**config.mk**
```make
export PLATFORM = sky130hd
export DESIGN_NAME = swap_arbiter_flat
export DESIGN_NICKNAME = d
export VERILOG_FILES = /design/src/rtl/swap_arbiter_if.sv /design/src/rtl/swap_arbiter.sv /design/src/flat_wrapper.sv
export SDC_FILE = /design/constraint.sdc
export NUM_CORES = 1
export LEC_CHECK = 0
export CORE_ASPECT_RATIO = 1.2
export CORE_UTILIZATION = 45
export DETAILED_ROUTE_END_ITERATION = 16
export GPL_ROUTABILITY_DRIVEN = 1
export HOLD_SLACK_MARGIN = 0.15
export PLACE_DENSITY = 0.84
export SLEW_MARGIN = 0
export SYNTH_ARGS = -nofsm -noshare
export SYNTH_HDL_FRONTEND = slang
export SYNTH_SLANG_ARGS = --single-unit
```
**constraint.sdc**
```tcl
create_clock -name clk -period 3.25 [get_ports clk]
set_input_delay 0.65 -clock clk [delete_from_list [all_inputs] [get_ports clk]]
set_output_delay 0.65 -clock clk [all_outputs]
set_load 0.005 [all_outputs]
```
**src/rtl/swap_arbiter_if.sv**
```systemverilog
// Request/grant bundle between the swap requesters, the arbiter and the
// register-file datapath (read/write addresses, write enables, data mux select).
interface swap_arbiter_if #(
    parameter int NREQ   = 4,
    parameter int ADDR_W = 3
);
    // Handshake: a requester raises req[i] with stable addresses and keeps both
    // until it samples done[i]; done[i] is a one-cycle pulse; addresses are
    // captured at grant, so req may fall mid-swap without aborting it.
    logic [NREQ-1:0]        req;
    logic [NREQ*ADDR_W-1:0] req_addr_a;
    logic [NREQ*ADDR_W-1:0] req_addr_b;
    logic [NREQ-1:0]        grant;
    logic [NREQ-1:0]        done;
    logic                   busy;
    logic [ADDR_W-1:0]      rf_raddr;
    logic [ADDR_W-1:0]      rf_waddr;
    logic                   rf_we;
    logic                   tmp_we;
    logic                   wdata_sel;

    modport master (
        output req, req_addr_a, req_addr_b,
        input  grant, done, busy, rf_raddr, rf_waddr, rf_we, tmp_we, wdata_sel
    );

    modport slave (
        input  req, req_addr_a, req_addr_b,
        output grant, done, busy, rf_raddr, rf_waddr, rf_we, tmp_we, wdata_sel
    );
endinterface

```
**src/rtl/swap_arbiter.sv**
```systemverilog
// Round-robin arbiter that serialises register-file swap requests and sequences
// the tmp<=RF[a], RF[a]<=RF[b], RF[b]<=tmp datapath for the granted requester.
module swap_arbiter #(
    parameter int NREQ   = 4,
    parameter int ADDR_W = 3
) (
    input  logic             clk,
    input  logic             reset_n,
    swap_arbiter_if.slave    bus,
    output logic [2:0]       state_dbg
);
    localparam int IDX_W = (NREQ > 1) ? $clog2(NREQ) : 1;
    localparam logic [IDX_W-1:0] LAST_IDX = IDX_W'(NREQ - 1);

    typedef enum logic [2:0] {
        IDLE  = 3'd0,
        LOAD  = 3'd1,
        MOVE  = 3'd2,
        STORE = 3'd3,
        DONE  = 3'd4
    } state_t;

    state_t              state_q, state_d;
    logic [IDX_W-1:0]    rr_ptr_q;
    logic [IDX_W-1:0]    win_idx_q;
    logic [ADDR_W-1:0]   addr_a_q, addr_b_q;

    logic                pick_found;
    logic [IDX_W-1:0]    pick_idx;
    logic [ADDR_W-1:0]   pick_a, pick_b;
    logic [NREQ-1:0]     win_onehot;

    // Search starts at rr_ptr and wraps at NREQ-1, so non-power-of-2 counts work.
    always_comb begin : arbitrate
        logic [IDX_W-1:0] cand;
        pick_found = 1'b0;
        pick_idx   = '0;
        cand       = rr_ptr_q;
        for (int i = 0; i < NREQ; i++) begin
            if (!pick_found && bus.req[cand]) begin
                pick_found = 1'b1;
                pick_idx   = cand;
            end
            cand = (cand == LAST_IDX) ? '0 : cand + 1'b1;
        end
    end

    assign pick_a = bus.req_addr_a[pick_idx*ADDR_W +: ADDR_W];
    assign pick_b = bus.req_addr_b[pick_idx*ADDR_W +: ADDR_W];

    always_ff @(posedge clk or negedge reset_n) begin
        if (!reset_n) begin
            state_q   <= IDLE;
            rr_ptr_q  <= '0;
            win_idx_q <= '0;
            addr_a_q  <= '0;
            addr_b_q  <= '0;
        end else begin
            state_q <= state_d;
            if (state_q == IDLE && pick_found) begin
                win_idx_q <= pick_idx;
                addr_a_q  <= pick_a;
                addr_b_q  <= pick_b;
                rr_ptr_q  <= (pick_idx == LAST_IDX) ? '0 : pick_idx + 1'b1;
            end
        end
    end

    // A same-address swap skips the datapath entirely and only reports done.
    always_comb begin
        state_d = state_q;
        case (state_q)
            IDLE: begin
                if (pick_found) begin
                    state_d = (pick_a != pick_b) ? LOAD : DONE;
                end
            end
            LOAD:    state_d = MOVE;
            MOVE:    state_d = STORE;
            STORE:   state_d = DONE;
            DONE:    state_d = IDLE;
            default: state_d = IDLE;
        endcase
    end

    always_comb begin
        win_onehot            = '0;
        win_onehot[win_idx_q] = 1'b1;
    end

    always_comb begin
        bus.grant     = '0;
        bus.done      = '0;
        bus.busy      = 1'b0;
        bus.rf_raddr  = '0;
        bus.rf_waddr  = '0;
        bus.rf_we     = 1'b0;
        bus.tmp_we    = 1'b0;
        bus.wdata_sel = 1'b0;
        case (state_q)
            LOAD: begin
                bus.grant    = win_onehot;
                bus.busy     = 1'b1;
                bus.rf_raddr = addr_a_q;
                bus.tmp_we   = 1'b1;
            end
            MOVE: begin
                bus.grant    = win_onehot;
                bus.busy     = 1'b1;
                bus.rf_raddr = addr_b_q;
                bus.rf_waddr = addr_a_q;
                bus.rf_we    = 1'b1;
            end
            STORE: begin
                bus.grant     = win_onehot;
                bus.busy      = 1'b1;
                bus.rf_waddr  = addr_b_q;
                bus.rf_we     = 1'b1;
                bus.wdata_sel = 1'b1;
            end
            DONE: begin
                bus.grant = win_onehot;
                bus.done  = win_onehot;
                bus.busy  = 1'b1;
            end
            default: begin
            end
        endcase
    end

    assign state_dbg = state_q;
endmodule
```
**src/flat_wrapper.sv**
```systemverilog
// flat-port wrapper written by rule: the top's interface ports become plain ports
module swap_arbiter_flat 
#(
    parameter int NREQ   = 4,
    parameter int ADDR_W = 3
)
  (clk, reset_n, state_dbg, bus_req, bus_req_addr_a, bus_req_addr_b, bus_grant, bus_done, bus_busy, bus_rf_raddr, bus_rf_waddr, bus_rf_we, bus_tmp_we, bus_wdata_sel);
  swap_arbiter_if #(.NREQ(NREQ), .ADDR_W(ADDR_W)) bus_i ();
  input  logic clk;
  input  logic reset_n;
  output logic [2:0] state_dbg;
  input wire logic [$bits(bus_i.req)-1:0] bus_req;
  input wire logic [$bits(bus_i.req_addr_a)-1:0] bus_req_addr_a;
  input wire logic [$bits(bus_i.req_addr_b)-1:0] bus_req_addr_b;
  output wire logic [$bits(bus_i.grant)-1:0] bus_grant;
  output wire logic [$bits(bus_i.done)-1:0] bus_done;
  output wire logic [$bits(bus_i.busy)-1:0] bus_busy;
  output wire logic [$bits(bus_i.rf_raddr)-1:0] bus_rf_raddr;
  output wire logic [$bits(bus_i.rf_waddr)-1:0] bus_rf_waddr;
  output wire logic [$bits(bus_i.rf_we)-1:0] bus_rf_we;
  output wire logic [$bits(bus_i.tmp_we)-1:0] bus_tmp_we;
  output wire logic [$bits(bus_i.wdata_sel)-1:0] bus_wdata_sel;
  assign bus_i.req = bus_req;
  assign bus_i.req_addr_a = bus_req_addr_a;
  assign bus_i.req_addr_b = bus_req_addr_b;
  assign bus_grant = bus_i.grant;
  assign bus_done = bus_i.done;
  assign bus_busy = bus_i.busy;
  assign bus_rf_raddr = bus_i.rf_raddr;
  assign bus_rf_waddr = bus_i.rf_waddr;
  assign bus_rf_we = bus_i.rf_we;
  assign bus_tmp_we = bus_i.tmp_we;
  assign bus_wdata_sel = bus_i.wdata_sel;
  swap_arbiter #(.NREQ(NREQ), .ADDR_W(ADDR_W)) u_core (.clk(clk), .reset_n(reset_n), .bus(bus_i), .state_dbg(state_dbg));
endmodule
```
Yosys cells after proc, flatten, opt, wreduce, memory -nomap -nowiden
Cells that the tools add are included.
{"block": "classes", "mul": 1, "addsub": 4, "magnitude_cmp": 6, "eq_ne": 10, "n_mux": 33, "div_mod_pow": 0, "n_reduce_logical": 11, "bitwise_logic": 0, "shift": 2}
{"operator": "12-bit by 5-bit variable part select with 3-bit output", "count": 2}
{"operator": "2-bit two-way mux", "count": 8}
{"operator": "2-bit by 3-bit less-than comparator with 1-bit output, second input constant", "count": 5}
{"operator": "1-bit two-way mux", "count": 13}
{"operator": "3-bit case mux with 2 select lines", "count": 2}
{"operator": "3-bit case mux with 4 select lines", "count": 1}
{"operator": "2-bit by 1-bit adder with 2-bit output, second input constant", "count": 4}
{"operator": "1-bit binary-select mux with 2-bit select", "count": 4}
{"operator": "2-bit equality test, second input constant", "count": 4}
{"operator": "4-bit two-way mux", "count": 2}
{"operator": "3-bit by 2-bit equality test with 1-bit output, second input constant", "count": 2}
{"operator": "3-bit two-way mux", "count": 2}
{"operator": "1-bit logical AND", "count": 5}
{"operator": "2-bit by 2-bit multiplier with 4-bit output, second input constant", "count": 1}
{"operator": "4-bit OR reduction", "count": 1}
{"operator": "3-bit by 1-bit equality test with 1-bit output, second input constant", "count": 1}
{"operator": "3-bit equality test, second input constant", "count": 1}
{"operator": "1-bit zero test", "count": 3}
{"operator": "3-bit zero test", "count": 1}
{"operator": "3-bit inequality test", "count": 1}
{"operator": "1-bit demux with 2-bit select", "count": 1}
{"operator": "2-bit by 1-bit >= comparator with 1-bit output, second input constant", "count": 1}
{"operator": "2-bit by 1-bit inequality test with 1-bit output, second input constant", "count": 1}
{"operator": "2-bit OR reduction", "count": 1}
{"block": "word_totals", "ram_bits": 0, "out_inout_bits": 21, "latch_bits": 0, "rom_bits": 0, "reg_bits": 13, "inputBits": 30, "word_cells": 72, "memories": 0}

Longest topological paths before layout
Gate-level depths: netlist (run 1).
{"block": "depth", "word_depth": 18, "depth_mapped": 11, "mapped_depth_nobuf": 9}

Worst setup path after synthesis (run 1)
No wires, ideal clock.
{"block": "synth_path", "path_type": "reg2reg", "start": "register u_core.rr_ptr_q[0]", "end": "register u_core.state_q[0], in the netlist u_core.state_dbg[0]", "stages_incl_launch_ff": 11, "setup_ns": 0.111, "n_path_buf": 1, "setup_slack_ns": 0.568, "required_ns": 3.139, "arrival_ns": 2.571, "period_less_slack_ns": 2.682, "cell_sequence": "dfrtp_1 > ha_1 > buf_2 > nor2b_1 > o31a_1 > o211ai_1 > o311ai_4 > mux2i_1 > mux2_4 > xnor2_2 > a2111oi_2"}
{"block": "synth_via", "elab_chain_cells": 18, "word_cells_on_any_way": 39, "cone_classes": "add/sub (3); mul (1); eq/ne (5); shift (2); mux (22); reduce/logical (6)"}
{"element": "from (decl)", "line_no": "swap_arbiter.sv:24", "source": "logic [IDX_W-1:0] rr_ptr_q;"}
{"element": "from (signal assigned)", "line_no": "swap_arbiter.sv:64", "source": "rr_ptr_q <= (pick_idx == LAST_IDX) ? '0 : pick_idx + 1'b1;"}
{"element": "parallel branches: the longest is 18 deep, another holds 2-bit by 2-bit multiplier with 4-bit output"}
{"element": "to (signal assigned)", "line_no": "swap_arbiter.sv:59", "source": "state_q <= state_d;"}
{"element": "to (decl)", "line_no": "swap_arbiter.sv:23", "source": "state_t state_q, state_d;"}
Several ways; the timed one is not identified. The select of a mux whose other input is x is not followed.
A chain may end at the register's enable or synchronous reset.

Final worst setup path (run 1)
{"block": "layout_path", "start": "input bus_req[1]", "end": "register u_core.state_q[0], in the netlist u_core.state_dbg[0]"}
{"block": "layout_via", "elab_chain_cells": 18, "word_cells_on_any_way": 30, "cone_classes": "mul (1); eq/ne (2); shift (2); mux (19); reduce/logical (6)"}
{"element": "from (decl)", "line_no": "flat_wrapper.sv:12", "source": "input wire logic [$bits(bus_i.req)-1:0] bus_req;"}
{"element": "1-bit binary-select mux with 2-bit select", "line_no": "swap_arbiter.sv:40", "source": "if (!pick_found && bus.req[cand]) begin"}
{"element": "1-bit two-way mux (not written as such)", "line_no": "swap_arbiter.sv:40"}
{"element": "1-bit two-way mux", "line_no": "swap_arbiter.sv:40"}
{"element": "1-bit zero test", "line_no": "swap_arbiter.sv:40"}
{"element": "1-bit logical AND", "line_no": "swap_arbiter.sv:40"}
{"element": "1-bit two-way mux", "line_no": "swap_arbiter.sv:40"}
{"element": "1-bit zero test", "line_no": "swap_arbiter.sv:40"}
{"element": "1-bit logical AND", "line_no": "swap_arbiter.sv:40"}
{"element": "[2 not listed]"}
{"element": "1-bit logical AND", "line_no": "swap_arbiter.sv:40"}
{"element": "2-bit two-way mux", "line_no": "swap_arbiter.sv:40"}
{"element": "2-bit by 2-bit multiplier with 4-bit output", "line_no": "swap_arbiter.sv:48, swap_arbiter.sv:49"}
{"element": "12-bit by 5-bit variable part select with 3-bit output, on equally long branches", "line_no": "swap_arbiter.sv:48, swap_arbiter.sv:49"}
{"element": "3-bit inequality test", "line_no": "swap_arbiter.sv:75", "source": "state_d = (pick_a != pick_b) ? LOAD : DONE;"}
{"element": "3-bit two-way mux", "line_no": "swap_arbiter.sv:75"}
{"element": "3-bit two-way mux", "line_no": "swap_arbiter.sv:74", "source": "if (pick_found) begin"}
{"element": "3-bit case mux with 4 select lines", "line_no": "swap_arbiter.sv:72", "source": "case (state_q)"}
Parallel ways exist; a longest one is shown, timed or not. The select of a mux whose other input is x is not followed.

==> flow_summary.ini, run 1 <==
[status]
status = complete, no violations

[sta]
fin_crit_ps = 3090
rsz0062_at_grt = false
fin_skew_ps = 5.98
finalCritPeriodShare_pct = 95.2
report.final.slew_viol_count = 0
clock.fmax_mhz = 323
worst_pin_slew_ps = 567
slew_headroom_pct = 62.1
setup_slack_ps = 155
finalSetupViolCount = 0
finalHoldViolations = 0

[pwr]
powerDensity_mw_per_mm2 = 1020
ir_worst_vdd_mv = 0.718
p_leak_uw = 0.000849

[die]
rows = 21
die_h_um = 63.1
initial_core_util_pct = 48.8
die_x_um = 52.9
die-area_mm2 = 0.00334
coreArea_mm2 = 0.00286
ios = 51

[synthesis]
synth_fp_nets = 195
avgSynthCellArea_um2 = 8.53
ys_seq_area_share_pct = 23.3
yosysWarnings = 0
synth_enable_flop_cells = 0
synth_area_mm2 = 0.00140
synth_seq_cells = 13
synth_area_leader_cell = dfrtp_1
yosysMostFrequentCell = nor2_1
synth_ff_type = dfrtp_1
yosysTopAreaCellShare_pct = 23.3
ys_top_cells_by_count = nor2_1 (23), mux2i_1 (17), nand2_1 (17)
synthTopCellsByArea = dfrtp_1 (23%), mux2i_1 (12%), nor2_1 (6.2%)
synth.distinct_cells = 45
async_reset_ff_share_pct = 100
syn_inst = 164

[worst_hold_path]
min_from = u_core.addr_b_q[1]
holdCritPathClass = flip-flop to flip-flop

[worst_setup_path]
worstRegToRegCells = 8
path_max_fanout = 9
r2r_slack_ps = 280
worstSetupPathType = input pin to flip-flop
critPathArrivalTime_ps = 3260
cp-endpoint = u_core.state_dbg[0]
crit_required_ps = 3410
startpoint_type = input pin
startpoint = bus_req[1]
crit_path_end_kind = flip-flop
r2r-end = u_core.state_dbg[0]
r2r_start = u_core.rr_ptr_q[1]

[placed_design]
pre_cts_slack_ps = -135
placed_area_mm2 = 0.00195
routabilityCongestion = 0.937
dp_hpwl_um = 2980
portBuffers = 50

[clock_network]
path_clk_slew_ps = 70
cts.repair.resized = 0
cts_htree_levels = 1
clk_path_buf_depth = 2
clk_latency_ps = 280
cts_setup_buffers = 0
numCtsBuffers = 3
root_buffer = clkbuf_4
hold_buffers = 0
cts.sinks = 13
cts_tree = done

[drt]
met2_length_um = 1950
routed.top_layer = met4
dr.first_iter.drc_count = 31
wl_met3_um = 175
drc = 0
ant_nets = 0
met1Wirelength_um = 1370
via_per_inst = 5.68
detail_route.wl_per_cell_um = 14.1
vias = 1431
dr.pass1.iters = 4
wirelength_um = 3560

[global_route]
gr-total-overflow = 0
grt_max_degree = 15
grt_pass1_wl_um = 5950
track_usage_pct = 23.7
grt_pass1_vias = 1400
antenna_found_initial = 0

[layout]
design_area_mm2 = 0.00198
n_antenna_cell = 0
nFillCells = 230
nets = 250
area_growth_pct = 41.6
drive_above_1_share_pct = 11.9
multi_input_area_um2 = 996
seq_area_um2 = 325
fin_util_pct = 69.2

[flow_run]
drv_cap = 0
-- logic make-up (layout without fill, tap and decap cells) --
kind of cell / after synthesis / after routing / synth area share [%]
flip-flops: 13 / 13 / 23.3
AO/OA/AOI/OAI: 35 / 35 / 18.9
adder cells (fa/ha/maj): 1 / 1 / 0.894
multiplexers: 27 / 27 / 22.4
buffers and inverters: 15 / 69 / 5.55
XOR/XNOR: 13 / 13 / 8.68
AND/OR/NAND/NOR: 60 / 60 / 20.4
-- per-layer routing --
layer	global-route usage, %	vias up
li1	-	697
met1	26.1	669
met2	43.5	54
met3	4.83	11
met4	6.91	0
met5	0	-
-- flip-flops by register name (all words and copies together) (netlist names) --
signal,flops
u_core.addr_b_q,3
u_core.state_dbg,3
u_core.addr_a_q,3
u_core.win_idx_q,2
u_core.rr_ptr_q,2
-- worst min path at each step --
| stage | end | slack [ps] | cells past startpoint |
|---|---|---|---|
| 5_1_grt | u_core.addr_b_q[1] | 560 | 2 |
| 3_5_place_dp | u_core.addr_b_q[1] | 510 | 2 |
| 2_1_floorplan | u_core.addr_a_q[0] | 350 | 0 |
| 3_3_place_gp | u_core.addr_b_q[1] | 500 | 2 |
| 4_1_cts | u_core.addr_b_q[1] | 530 | 2 |
| 6_report | u_core.addr_b_q[1] | 530 | 2 |
-- cell type report --
type | instances | area share (%)
multi-input cells | 136 | 50.3
flip-flops and latches | 13 | 16.4
repair buffers | 59 | 28.7
clock buffers | 4 | 1.33
well taps | 34 | 2.15
inverters | 6 | 1.14
-- cell usage in the layout, fill, tap and decap left out, types with 2 or more instances in the layout --
cell type        netlist  routed
inv_1                  5       5
nand2b_1               3       3
clkdlybuf4s50_1        0      50
xor2_1                 3       3
mux2_1                 2       2
and2_1                 2       2
o31a_1                 2       2
dfrtp_1               13      13
a21oi_1                4       4
xnor2_1                9       9
mux4_2                 2       2
o21ai_1               10      10
mux2_2                 4       4
nor2_1                23      23
nand2_1               17      17
mux2_4                 2       2
a21o_1                 2       2
nor2b_1                4       4
clkbuf_4               0       3
nand3b_1               4       4
o211ai_1               2       2
a22oi_1                3       3
buf_4                  1       9
nor3_1                 3       3
mux2i_1               17      17
-- stage by stage --
step,setup TNS (ps),cells,hold WS [ps],power (uW)
after floorplan,0,164,354,1440
after global placement,0,248,498,1860
after detailed placement,-135,248,514,1920
after CTS,0,252,531,2030
after global routing,0,252,556,2190
final,0,252,532,2020
-- report_power, final --
part | switching [uW] | internal (uW) | leakage [uW]
clock | 50.9 | 47.6 | 0.0000150
combinational | 740 | 824 | 0.000676
sequential | 109 | 244 | 0.000158
total | 900 | 1120 | 0.000849
-- worst max-delay path: stages --
cell	delay, ps
clkdlybuf4s50_1	540
mux4_2	570
o311ai_1	330
a31oi_1	70
a31o_1	280
mux2_4	350
xnor2_2	150
a2111oi_2	310
No activity file was read; power rests on OpenSTA's default activity.
==> run 2, diff against run 1 <==
--- a/config.mk
+++ b/config.mk
@@ -5,6 +5,7 @@
 export SDC_FILE = /design/constraint.sdc
 export NUM_CORES = 1
 export LEC_CHECK = 0
+export ABC_CLOCK_PERIOD_IN_PS = 3250
 export CORE_ASPECT_RATIO = 1.2
 export CORE_UTILIZATION = 45
 export DETAILED_ROUTE_END_ITERATION = 16
==> results of run 2 <==
Same layout as run 1: the final DEF is identical, and so are final timing and power.
